==> config.mk <==
export PLATFORM = sky130hd
export DESIGN_NAME = mux_scan_sequencer
export DESIGN_NICKNAME = d
export VERILOG_FILES = /design/src/rtl/mux_scan_sequencer.sv
export SDC_FILE = /design/constraint.sdc
export NUM_CORES = 1
export LEC_CHECK = 0
export BUFFER_PORTS_ARGS = -buffer_cell sky130_fd_sc_hd__buf_4
export CAP_MARGIN = 0
export CORE_AREA = 4 4 87 89
export CTS_BUF_LIST = sky130_fd_sc_hd__clkbuf_8
export CTS_CLUSTER_DIAMETER = 60
export DETAILED_ROUTE_END_ITERATION = 6
export DIE_AREA = 0 0 91 93
export MAX_ROUTING_LAYER = met4
export SETUP_SLACK_MARGIN = 0.4
export SLEW_MARGIN = 10
export SYNTH_ARGS = -nofsm -noshare
export SYNTH_HDL_FRONTEND = slang
export SYNTH_SLANG_ARGS = --single-unit
export TNS_END_PERCENT = 100
==> constraint.sdc <==
create_clock -name i_clk -period 5.2 [get_ports i_clk]
set_input_delay 1.3 -clock i_clk [delete_from_list [all_inputs] [get_ports i_clk]]
set_output_delay 1.3 -clock i_clk [all_outputs]
set_load 0.01 [all_outputs]
==> src/rtl/mux_scan_sequencer.sv <==
// -----------------------------------------------------------------------------
// mux_scan_sequencer
//
// Walks the select of a 16:1 bit multiplexer through the enabled channels in
// ascending order. Each channel is held for dwell+1 cycles so that the mux
// output can settle, and the mux output is captured on the last of those
// cycles. The samples are packed into a 16-bit capture word, and a one-cycle
// done pulse marks the end of the scan.
//
// Ports:
//   i_clk            rising-edge clock
//   i_rst_n          synchronous active-low reset
//   i_start          one-cycle scan request, honoured only while idle
//   i_enable_mask    channel i is scanned when bit i is set (latched at start)
//   i_dwell          extra settle cycles per channel (latched at start)
//   i_mux_out        single-bit output of the 16:1 mux
//   o_sel            select driven to the mux
//   o_sample_strobe  high in the cycle whose closing edge captures i_mux_out
//   o_capture        bit i = sampled value of channel i, 0 when disabled
//   o_busy           high while settling/sampling channels
//   o_done           one-cycle pulse when the scan completes
// -----------------------------------------------------------------------------
module mux_scan_sequencer #(
    parameter int N_CH    = 16,
    parameter int SEL_W   = 4,   // must equal $clog2(N_CH)
    parameter int DWELL_W = 4
) (
    input  logic               i_clk,
    input  logic               i_rst_n,
    input  logic               i_start,
    input  logic [N_CH-1:0]    i_enable_mask,
    input  logic [DWELL_W-1:0] i_dwell,
    input  logic               i_mux_out,
    output logic [SEL_W-1:0]   o_sel,
    output logic               o_sample_strobe,
    output logic [N_CH-1:0]    o_capture,
    output logic               o_busy,
    output logic               o_done
);

    typedef enum logic [1:0] {
        S_IDLE   = 2'd0,
        S_SETTLE = 2'd1,
        S_DONE   = 2'd2
    } state_t;

    state_t             r_state;
    logic [SEL_W-1:0]   r_sel;
    logic [DWELL_W-1:0] r_cnt;
    logic [N_CH-1:0]    r_mask;
    logic [DWELL_W-1:0] r_dwell;
    logic [N_CH-1:0]    r_capture;

    state_t             w_state_next;
    logic [SEL_W-1:0]   w_sel_next;
    logic [DWELL_W-1:0] w_cnt_next;
    logic [N_CH-1:0]    w_mask_next;
    logic [DWELL_W-1:0] w_dwell_next;
    logic [N_CH-1:0]    w_capture_next;

    logic [SEL_W-1:0]   w_first_sel;
    logic               w_next_found;
    logic [SEL_W-1:0]   w_next_sel;

    // Lowest set bit of the incoming mask: the first channel of a new scan.
    // Scanning from the top down leaves the lowest hit as the final value.
    always_comb begin
        w_first_sel = '0;
        for (int i = N_CH - 1; i >= 0; i--) begin
            if (i_enable_mask[i]) begin
                w_first_sel = SEL_W'(i);
            end
        end
    end

    // Next enabled channel strictly above the current select, from the
    // latched mask so that mid-scan mask changes cannot alter the order.
    always_comb begin
        w_next_found = 1'b0;
        w_next_sel   = '0;
        for (int i = N_CH - 1; i >= 0; i--) begin
            if (r_mask[i] && (i > int'(r_sel))) begin
                w_next_found = 1'b1;
                w_next_sel   = SEL_W'(i);
            end
        end
    end

    // NOTE: every signal gets its hold value before the case statement, so no
    // path through the block leaves a signal unassigned and no latch appears.
    always_comb begin
        w_state_next   = r_state;
        w_sel_next     = r_sel;
        w_cnt_next     = r_cnt;
        w_mask_next    = r_mask;
        w_dwell_next   = r_dwell;
        w_capture_next = r_capture;

        case (r_state)
            S_IDLE: begin
                if (i_start) begin
                    w_capture_next = '0;
                    if (|i_enable_mask) begin
                        w_mask_next  = i_enable_mask;
                        w_dwell_next = i_dwell;
                        w_sel_next   = w_first_sel;
                        w_cnt_next   = i_dwell;
                        w_state_next = S_SETTLE;
                    end else begin
                        // Nothing to scan: report completion straight away.
                        w_state_next = S_DONE;
                    end
                end
            end

            S_SETTLE: begin
                if (r_cnt != '0) begin
                    w_cnt_next = r_cnt - DWELL_W'(1);
                end else begin
                    w_capture_next[r_sel] = i_mux_out;
                    if (w_next_found) begin
                        w_sel_next = w_next_sel;
                        w_cnt_next = r_dwell;
                    end else begin
                        // Select stays on the last channel through DONE.
                        w_state_next = S_DONE;
                    end
                end
            end

            S_DONE: begin
                w_state_next = S_IDLE;
            end

            default: begin
                w_state_next = S_IDLE;
            end
        endcase
    end

    // NOTE: state is updated with non-blocking assignments so that every
    // register samples the values from before this edge, independent of order.
    always_ff @(posedge i_clk) begin
        if (!i_rst_n) begin
            r_state   <= S_IDLE;
            r_sel     <= '0;
            r_cnt     <= '0;
            r_mask    <= '0;
            r_dwell   <= '0;
            r_capture <= '0;
        end else begin
            r_state   <= w_state_next;
            r_sel     <= w_sel_next;
            r_cnt     <= w_cnt_next;
            r_mask    <= w_mask_next;
            r_dwell   <= w_dwell_next;
            r_capture <= w_capture_next;
        end
    end

    // All status outputs decode registered state only.
    assign o_sel           = r_sel;
    assign o_capture       = r_capture;
    assign o_busy          = (r_state == S_SETTLE);
    assign o_done          = (r_state == S_DONE);
    assign o_sample_strobe = (r_state == S_SETTLE) && (r_cnt == '0);

endmodule

==> impl_metrics.yaml, run 1 <==
floorplanning:
  dieWidth_um: 91
  die_area_um2: 8460
  die_y_um: 93
  initial_core_util_pct: 38.9
  rows: 30
  core_um2: 6760
  io_pins: 47
timing:
  finalSetupViolations: 0
  timing.fmax_mhz: 273
  min_period_ns: 3.66
  tns_ns: 0
  hold_viol_final: 0
  timing.hold.ws_ns: 0.476
  period_share_pct: 70.4
  grt_setup_unrepaired: "no"
  maxSlewHeadroom_pct: 37.6
  worst_pin_slew_ns: 0.937
  fin_skew_ns: 0.0117
  timing.final.max_slew_violations: 0
logic_synthesis:
  netlist_instances: 341
  synth_ff_type: "dfxtp_1"
  synth-async-reset-ratio_pct: 0
  synth_nets: 366
  syn-mean-instance-area_um2: 7.71
  synth_edf_count: 0
  yosys.cell_types.count: 58
  seq_area_frac_synth_pct: 34.3
  syn_area_um2: 2630
  yosys_warnings: 0
  synth-seq-cells: 45
critical_path:
  r2r_setup_slack_ns: 2.31
  timing.rr.start: "r_state[1]$_SDFFE_PN0P_"
  path_max_fanout: 24
  r2r_end: "r_cnt[0]$_SDFFE_PN0P_"
  worstPathArrival_ns: 2.36
  cp_cell_sequence: "nand2b_1, inv_1, and2_1, buf_4"
  cp_top_family: "simple AND/OR/NAND/NOR gates"
  startpoint_type: "flip-flop"
  endpoint_kind: "output pin"
  crit_buf_inv: 2
  critPathKind: "flip-flop to output pin"
  slowest_delay_ns: 0.78
  rr_worst_depth: 7
  critPathRequiredTime_ns: 3.90
  crit_slowest_cell: "nand2b_1"
finish:
  drive_gt1_share_pct: 18.9
  nNetsFinal: 400
  layoutNonFillerInstCount: 456
  final_util_pct: 45.9
  area_growth_pct: 18.1
  final_cell_area_um2: 3100
  diodes: 0
cts:
  cts_setup_buffers: 0
  clock-sinks: 45
  cts.repair.resized: 0
  clk_pin_slew_worst_paths_ns: 0.09
  htreeDepth: 2
  postCtsHoldBufs: 0
  cts_made_buffers: 5
  clk_root_buffer_cell: "clkbuf_8"
  cts_tree: "built"
  clock_path_buffers: 2
  clkLatencyLatePin_ns: 0.30
drt:
  final_antenna_net_count: 0
  via_per_inst: 5.55
  drt_iter0_markers: 154
  wl_per_cell_um: 15.4
  wirelength_mm: 7.02
  post-route-drc-count: 0
  first_pass_iters: 4
  vias: 2531
power:
  combPwrFrac_pct: 30.5
  power_frac_seq_pct: 43.3
  ir_drop_mv: 0.0854
  power_density_nw_per_um2: 294
  p_int_mw: 0.600
  switching_share_pct: 34.3
  p_leak_nw: 1.20
  pwr-share-clk_pct: 26.1
  power_switching_mw: 0.313
place:
  gp_congestion: 0.847
  dpl.hpwl_mm: 5.05
  place_area_um2: 3000
  place_inst: 448
  port_buffers: 46
min_path:
  whs_path_depth: 2
  min_to: "o_capture[1]$_SDFFE_PN0P_"
  hold_path.startpoint: "o_capture[1]$_SDFFE_PN0P_"
  hp-class: "flip-flop to flip-flop"
grt:
  antenna_found_initial: 0
  grt_use_total_pct: 17.4
  grt_max_degree: 28
  grt_pass1_vias: 2451
  grt_pass1_wl_mm: 11.8
  overflow: 0
flow_run:
  maxCapViolCount: 0
status:
  status: "complete, no violations"
metal layers:
layer | wire length (um) | GRT usage [%]
met5 | 0 | -
met4 | 91 | 5.40
met3 | 284 | 3.46
met2 | 3380 | 29.2
met1 | 3260 | 21.2
cell type report:
class / instances / area [um^2]
Timing Repair Buffer: 50 / 375
Clock inverter: 1 / 5.00
Multi-Input combinational cell: 263 / 1590
Fill cell: 673 / 3650
Clock buffer: 7 / 96.3
Sequential cell: 45 / 901
Inverter: 10 / 37.5
Tap cell: 80 / 100
worst register-to-register path, delay by kind of cell (launching register included):
family                 cells  cell delay (ns)
AND/OR/NAND/NOR            2             0.87
flip-flops                 1             0.53
AO/OA/AOI/OAI              4             0.99
buffers and inverters      1             0.37
registers in the layout (all words and copies together) (netlist names):
register / count
o_capture: 16
r_mask: 15
o_sel: 4
r_cnt: 4
r_dwell: 4
r_state: 2
cell families (layout without fill, tap and decap cells):
group	after synthesis	count (layout)	share of synthesized area (%)
mux	20	20	7.62
buf+inv	33	68	5.43
fa+ha+maj	1	1	0.476
simple gates	131	131	25.4
flops	45	45	34.3
compound gates	111	111	26.8
power groups by stage:
stage / logic [mW] / registers (mW) / clock network, mW
4_1_cts: 0.281 / 0.396 / 0.244
3_3_place_gp: 0.277 / 0.403 / 0
6_report: 0.279 / 0.396 / 0.238
5_1_grt: 0.313 / 0.400 / 0.257
2_1_floorplan: 0.209 / 0.392 / 0
3_5_place_dp: 0.280 / 0.404 / 0
how the worst max path moves through the flow:
stage          cells after the start                      end                     from  slack, ns
2_1_floorplan                      7  r_dwell[3]$_SDFFE_PN0P_         i_enable_mask[1]       2.39
3_3_place_gp                       4          o_sample_strobe  r_state[1]$_SDFFE_PN0P_       1.88
3_5_place_dp                       4          o_sample_strobe  r_state[1]$_SDFFE_PN0P_       1.84
4_1_cts                            4          o_sample_strobe  r_state[1]$_SDFFE_PN0P_       1.49
5_1_grt                            4          o_sample_strobe  r_state[1]$_SDFFE_PN0P_       1.31
6_report                           4          o_sample_strobe  r_state[1]$_SDFFE_PN0P_       1.54
per-stage QoR:
| step | power [mW] | setup slack [ns] |
|---|---|---|
| floorplan | 0.601 | 2.39 |
| global placement | 0.680 | 1.88 |
| detailed placement | 0.683 | 1.84 |
| CTS | 0.921 | 1.49 |
| global route | 0.970 | 1.31 |
| finish | 0.913 | 1.54 |
cell usage after synthesis (4+ instances only):
cell | count | area (um^2)
nor2_1 | 45 | 169
nand2b_1 | 9 | 56.3
mux2i_1 | 20 | 200
nor3_1 | 9 | 45.0
nor2b_1 | 10 | 62.6
o21ai_0 | 27 | 135
nand2_1 | 29 | 109
a31oi_1 | 7 | 43.8
nand3_1 | 4 | 20.0
inv_1 | 9 | 33.8
dfxtp_1 | 45 | 901
a21oi_1 | 40 | 200
nor4_1 | 5 | 31.3
a211oi_1 | 5 | 37.5
clkbuf_1 | 17 | 63.8
placed cells by master, fill, tap and decap left out, types with 3 or more instances in the layout:
master	instances
o31ai_1	3
or2_2	3
o21ai_0	27
inv_1	9
nor2b_1	10
nand2b_1	9
a21oi_1	40
buf_4	50
nand2_1	29
mux2i_1	20
nand3_1	4
dfxtp_1	45
o22ai_1	3
a31oi_1	7
clkbuf_8	7
nor2_1	45
nand4b_1	3
nor4_1	5
a211oi_1	5
nor3_1	9
a21o_1	3
Note: power is estimated with default switching activity, not from simulation.
==> inputs of run 2 (changes only) <==
clock period = 3.45 ns   (was 5.2 ns; I/O delays follow)
==> impl_metrics.yaml, run 2 (synthesized netlist as in run 1, its figures left out) <==
power:
  power_density_nw_per_um2: 436
  p_leak_nw: 1.20
  finalPower_mw: 1.35
  ir_drop_mv: 0.170
critical_path:
  timing.rr.start: "o_sel[2]$_SDFFE_PN0P_"
  path_max_fanout: 19
  slowest_delay_ns: 0.73
  cp_common_cell: "a211oi_1"
  critPathKind: "flip-flop to flip-flop"
  critPathRequiredTime_ns: 3.64
  worstPathArrival_ns: 2.88
  endpoint_kind: "flip-flop"
  cp-startpoint: "o_sel[2]$_SDFFE_PN0P_"
  cp_cell_sequence: "nand2_1, o22a_1, nor4b_2, a311o_1, a211oi_1, a211oi_1"
  crit_slowest_cell: "dfxtp_1"
  startpoint_type: "flip-flop"
  r2r_setup_slack_ns: 0.77
drt:
  post-route-drc-count: 0
  vias: 2556
  wirelength_mm: 7.31
  first_pass_iters: 4
  wl_per_cell_um: 16.0
  drt_iter0_markers: 163
  final_antenna_net_count: 0
  via_per_inst: 5.58
timing:
  maxSlewHeadroom_pct: 48.1
  period_share_pct: 77.7
  finalSetupViolations: 0
  tns_ns: 0
  worst_pin_slew_ns: 0.774
  timing.hold.ws_ns: 0.476
  timing.fmax_mhz: 373
  finalWorstSetupSlack_ns: 0.768
  min_period_ns: 2.68
  timing.final.max_slew_violations: 0
  hold_viol_final: 0
  grt_setup_unrepaired: "no"
  fin_skew_ns: 0.00530
finish:
  largest_reg_flops: 16
  diodes: 0
  fillers: 708
  drive_gt1_share_pct: 19.3
  nNetsFinal: 402
  area_growth_pct: 18.1
  layoutNonFillerInstCount: 458
  final_common_cell: "buf_4"
  final_cell_mix: "buf_4 (52), nor2_1 (45), dfxtp_1 (45)"
min_path:
  hold_path.startpoint: "o_capture[14]$_SDFFE_PN0P_"
  hp-class: "flip-flop to flip-flop"
place:
  gp_congestion: 0.853
  dpl.hpwl_mm: 5.20
  place_inst: 450
  place_ws_ns: 0.656
  port_buffers: 46
cts:
  htreeDepth: 2
  clkLatencyLatePin_ns: 0.30
  cts_setup_buffers: 0
  clk_root_buffer_cell: "clkbuf_8"
  clk_pin_slew_worst_paths_ns: 0.08
  clock_path_buffers: 2
  cts_tree: "built"
  cts.repair.resized: 0
  cts_made_buffers: 5
  postCtsHoldBufs: 0
  clock-sinks: 45
floorplanning:
  die_y_um: 93
  initial_core_util_pct: 38.9
  dieWidth_um: 91
  core_um2: 6760
  rows: 30
  die_area_um2: 8460
  io_pins: 47
grt:
  grt_use_total_pct: 18.4
  grt_pass1_wl_mm: 12.4
  antenna_found_initial: 0
  grt_pass1_vias: 2524
  overflow: 0
  grt_max_degree: 26
status:
  status: "complete, no violations"
flow_run:
  maxCapViolCount: 0
[run 2: report_power, final]
part           switching [mW]  leakage, nW  internal, mW
Combinational           0.250        0.789         0.175
Clock                   0.182       0.0439         0.140
Sequential             0.0539        0.368         0.552
Total                   0.485         1.20         0.867
[run 2: layout make-up]
cell class	instances	area (um^2)	area share (%)
multi-input combinational	263	1590	51.2
sequential	45	901	29.0
timing repair buffer	52	390	12.6
tap	80	100	3.22
clock buffer	5	68.8	2.22
inverter	10	37.5	1.21
clock inverter	3	17.5	0.564
[run 2: through the flow]
stage               cell area (um^2)  utilization (%)
finish                          3100             45.9
global route                    3100             45.9
CTS                             3100             45.9
detailed placement              3020             44.7
global placement                3020             44.7
floorplan                       2630                -
[run 2: final timing paths]
path,endpoint,cells past startpoint
max,r_cnt[0]$_SDFFE_PN0P_,6
min,o_capture[14]$_SDFFE_PN0P_,2
max reg2reg,r_cnt[0]$_SDFFE_PN0P_,6
min reg2reg,o_capture[14]$_SDFFE_PN0P_,2
[run 2: metal layers]
metal  global-route usage (%)  up-vias  part of all wire, %
li1                         -     1304                    -
met1                     24.1     1203                   47
met2                     29.7       43                   49
met3                     3.22        6                  2.7
met4                     4.27        0                  1.0
met5                        -        -                    0
[run 2: critical path: cells and delay by family (launching register included)]
kind               cells  cell delay (ns)
AOI/OAI and AO/OA      4             1.10
DFF                    1             0.73
and+or+nand+nor        2             0.76
==> inputs of run 3 (changes only) <==
clock period = 2.4 ns   (was 3.45 ns; I/O delays follow)
==> impl_metrics.yaml, run 3 (synthesized netlist as in run 1, its figures left out) <==
status:
  status: "complete, no violations"
critical_path:
  cp_cell_sequence: "buf_12, nor3_4, o22ai_2, nor4b_4, buf_4, buf_12, a211oi_4, nor2_1, a311oi_1"
  path_max_fanout: 7
  rr_worst_depth: 9
  endpoint_kind: "flip-flop"
  crit_slowest_cell: "dfxtp_4"
  critPathRequiredTime_ns: 2.61
  timing.rr.start: "o_sel[1]$_SDFFE_PN0P_"
  r2r_end: "o_sel[2]$_SDFFE_PN0P_"
  worstPathArrival_ns: 2.23
  startpoint_type: "flip-flop"
  cp_common_cell: "buf_12"
  slowest_delay_ns: 0.38
  critPathKind: "flip-flop to flip-flop"
  r2r_setup_slack_ns: 0.37
floorplanning:
  core_um2: 6760
  dieWidth_um: 91
  die_area_um2: 8460
  rows: 30
  initial_core_util_pct: 38.9
  die_y_um: 93
  io_pins: 47
timing:
  tns_ns: 0
  maxSlewHeadroom_pct: 66.6
  worst_pin_slew_ns: 0.499
  timing.fmax_mhz: 493
  finalWorstSetupSlack_ns: 0.372
  timing.final.max_slew_violations: 0
  grt_setup_unrepaired: "yes"
  period_share_pct: 84.5
  hold_viol_final: 0
  min_period_ns: 2.03
  finalSetupViolations: 0
  fin_skew_ns: 0.00804
power:
  p_int_mw: 1.61
  power_switching_mw: 0.799
  p_leak_nw: 1.49
  combPwrFrac_pct: 38.6
  power_density_nw_per_um2: 649
  switching_share_pct: 33.2
  ir_drop_mv: 0.293
  pwr-share-clk_pct: 25.4
  power_frac_seq_pct: 36.0
drt:
  vias: 2751
  post-route-drc-count: 0
  via_per_inst: 5.51
  first_pass_iters: 4
  final_antenna_net_count: 0
  wirelength_mm: 7.96
  wl_per_cell_um: 15.9
  drt_iter0_markers: 116
cts:
  clk_root_buffer_cell: "clkbuf_8"
  clk_pin_slew_worst_paths_ns: 0.09
  clock-sinks: 45
  cts_made_buffers: 5
  cts_tree: "built"
  htreeDepth: 2
  clock_path_buffers: 2
  clkLatencyLatePin_ns: 0.30
grt:
  grt_pass1_vias: 2542
  grt_use_total_pct: 18.4
  antenna_found_initial: 0
  grt_max_degree: 43
  grt_pass1_wl_mm: 12.4
  overflow: 0
finish:
  nNetsFinal: 443
  drive_gt1_share_pct: 35.6
  largest_reg_flops: 16
  final_cell_mix: "buf_4 (82), nor2_1 (44), a21oi_1 (39)"
  final_common_cell: "buf_4"
  diodes: 0
  area_growth_pct: 41.1
place:
  dpl.hpwl_mm: 5.34
  place_ws_ns: 0.180
  gp_congestion: 0.847
  port_buffers: 46
min_path:
  hp-class: "flip-flop to flip-flop"
  hold_path.startpoint: "o_capture[12]$_SDFFE_PN0P_"
  min_to: "o_capture[12]$_SDFFE_PN0P_"
  whs_path_depth: 2
flow_run:
  maxCapViolCount: 0
==> run 3: changes by cell type in the layout (fill, tap and decap cells not counted), moves of 3 or more <==
cell	change
buf_12	+4
buf_4	+30
buf_6	+6
dfxtp_1	-11
dfxtp_2	+6
dfxtp_4	+5
inv_1	-3
inv_2	+3
nor3_1	-3
nor4_1	-3
nor4_2	+3
==> run 3: area by class of cell <==
cell class | count | area (um^2)
Fill cell | 642 | 3050
Multi-Input combinational cell | 263 | 1760
Sequential cell | 45 | 927
Timing Repair Buffer | 93 | 768
Tap cell | 80 | 100
Clock buffer | 6 | 82.6
Clock inverter | 2 | 37.5
Inverter | 10 | 37.5
==> run 3: timing repair <==
action	4_1_cts	5_1_grt
gates cloned	0	1
setup endpoints to repair	15	18
hold buffers	0	0
endpoints found under the hold margin	0	0
gates resized for setup	25	35
buffers inserted	18	9
pin swaps	5	8
==> run 3: critical path: cells and delay by family, from the launching register on <==
kind,cells,cell delay [ns]
and+or+nand+nor,3,0.40
AOI/OAI and AO/OA,3,0.75
DFF,1,0.38
buffers and inverters,3,0.40
==> run 3: routing by layer <==
layer  routed length [um]  GRT usage [%]  vias to the layer above
met2                 3850           30.7                       68
met5                    0              -                        -
met3                  403           3.38                       14
met4                  122           4.27                        0
li1                     -              -                     1381
met1                 3580           23.3                     1288
==> run 3: worst max-delay path by stage <==
| stage | startpoint | end | slack [ns] | cells past startpoint |
|---|---|---|---|---|
| 2_1_floorplan | o_sel[2]$_SDFFE_PN0P_ | r_cnt[0]$_SDFFE_PN0P_ | 0.41 | 8 |
| 3_3_place_gp | i_enable_mask[12] | r_cnt[0]$_SDFFE_PN0P_ | 0.22 | 8 |
| 3_5_place_dp | i_enable_mask[12] | r_cnt[1]$_SDFFE_PN0P_ | 0.18 | 8 |
| 4_1_cts | o_sel[1]$_SDFFE_PN0P_ | r_cnt[1]$_SDFFE_PN0P_ | 0.40 | 9 |
| 5_1_grt | o_sel[2]$_SDFFE_PN0P_ | r_cnt[1]$_SDFFE_PN0P_ | 0.26 | 8 |
| 6_report | o_sel[1]$_SDFFE_PN0P_ | o_sel[2]$_SDFFE_PN0P_ | 0.37 | 9 |
==> run 3: through the flow <==
stage	power, mW	util [%]	instance area [um^2]	hold WS, ns	std cells
3_5_place_dp	1.56	46.7	3160	0.466	463
3_3_place_gp	1.55	46.7	3160	0.463	463
6_report	2.41	54.9	3710	0.478	499
4_1_cts	2.28	51.5	3480	0.479	489
5_1_grt	2.54	54.9	3710	0.498	499
2_1_floorplan	1.31	-	2660	0.455	341
==> run 3: power groups by stage <==
stage          clock (mW)  combinational [mW]  sequential (mW)
2_1_floorplan           0               0.463            0.852
3_3_place_gp            0               0.663            0.887
3_5_place_dp            0               0.668            0.888
4_1_cts             0.623               0.795            0.858
5_1_grt             0.655                1.01            0.872
6_report            0.613               0.929            0.865
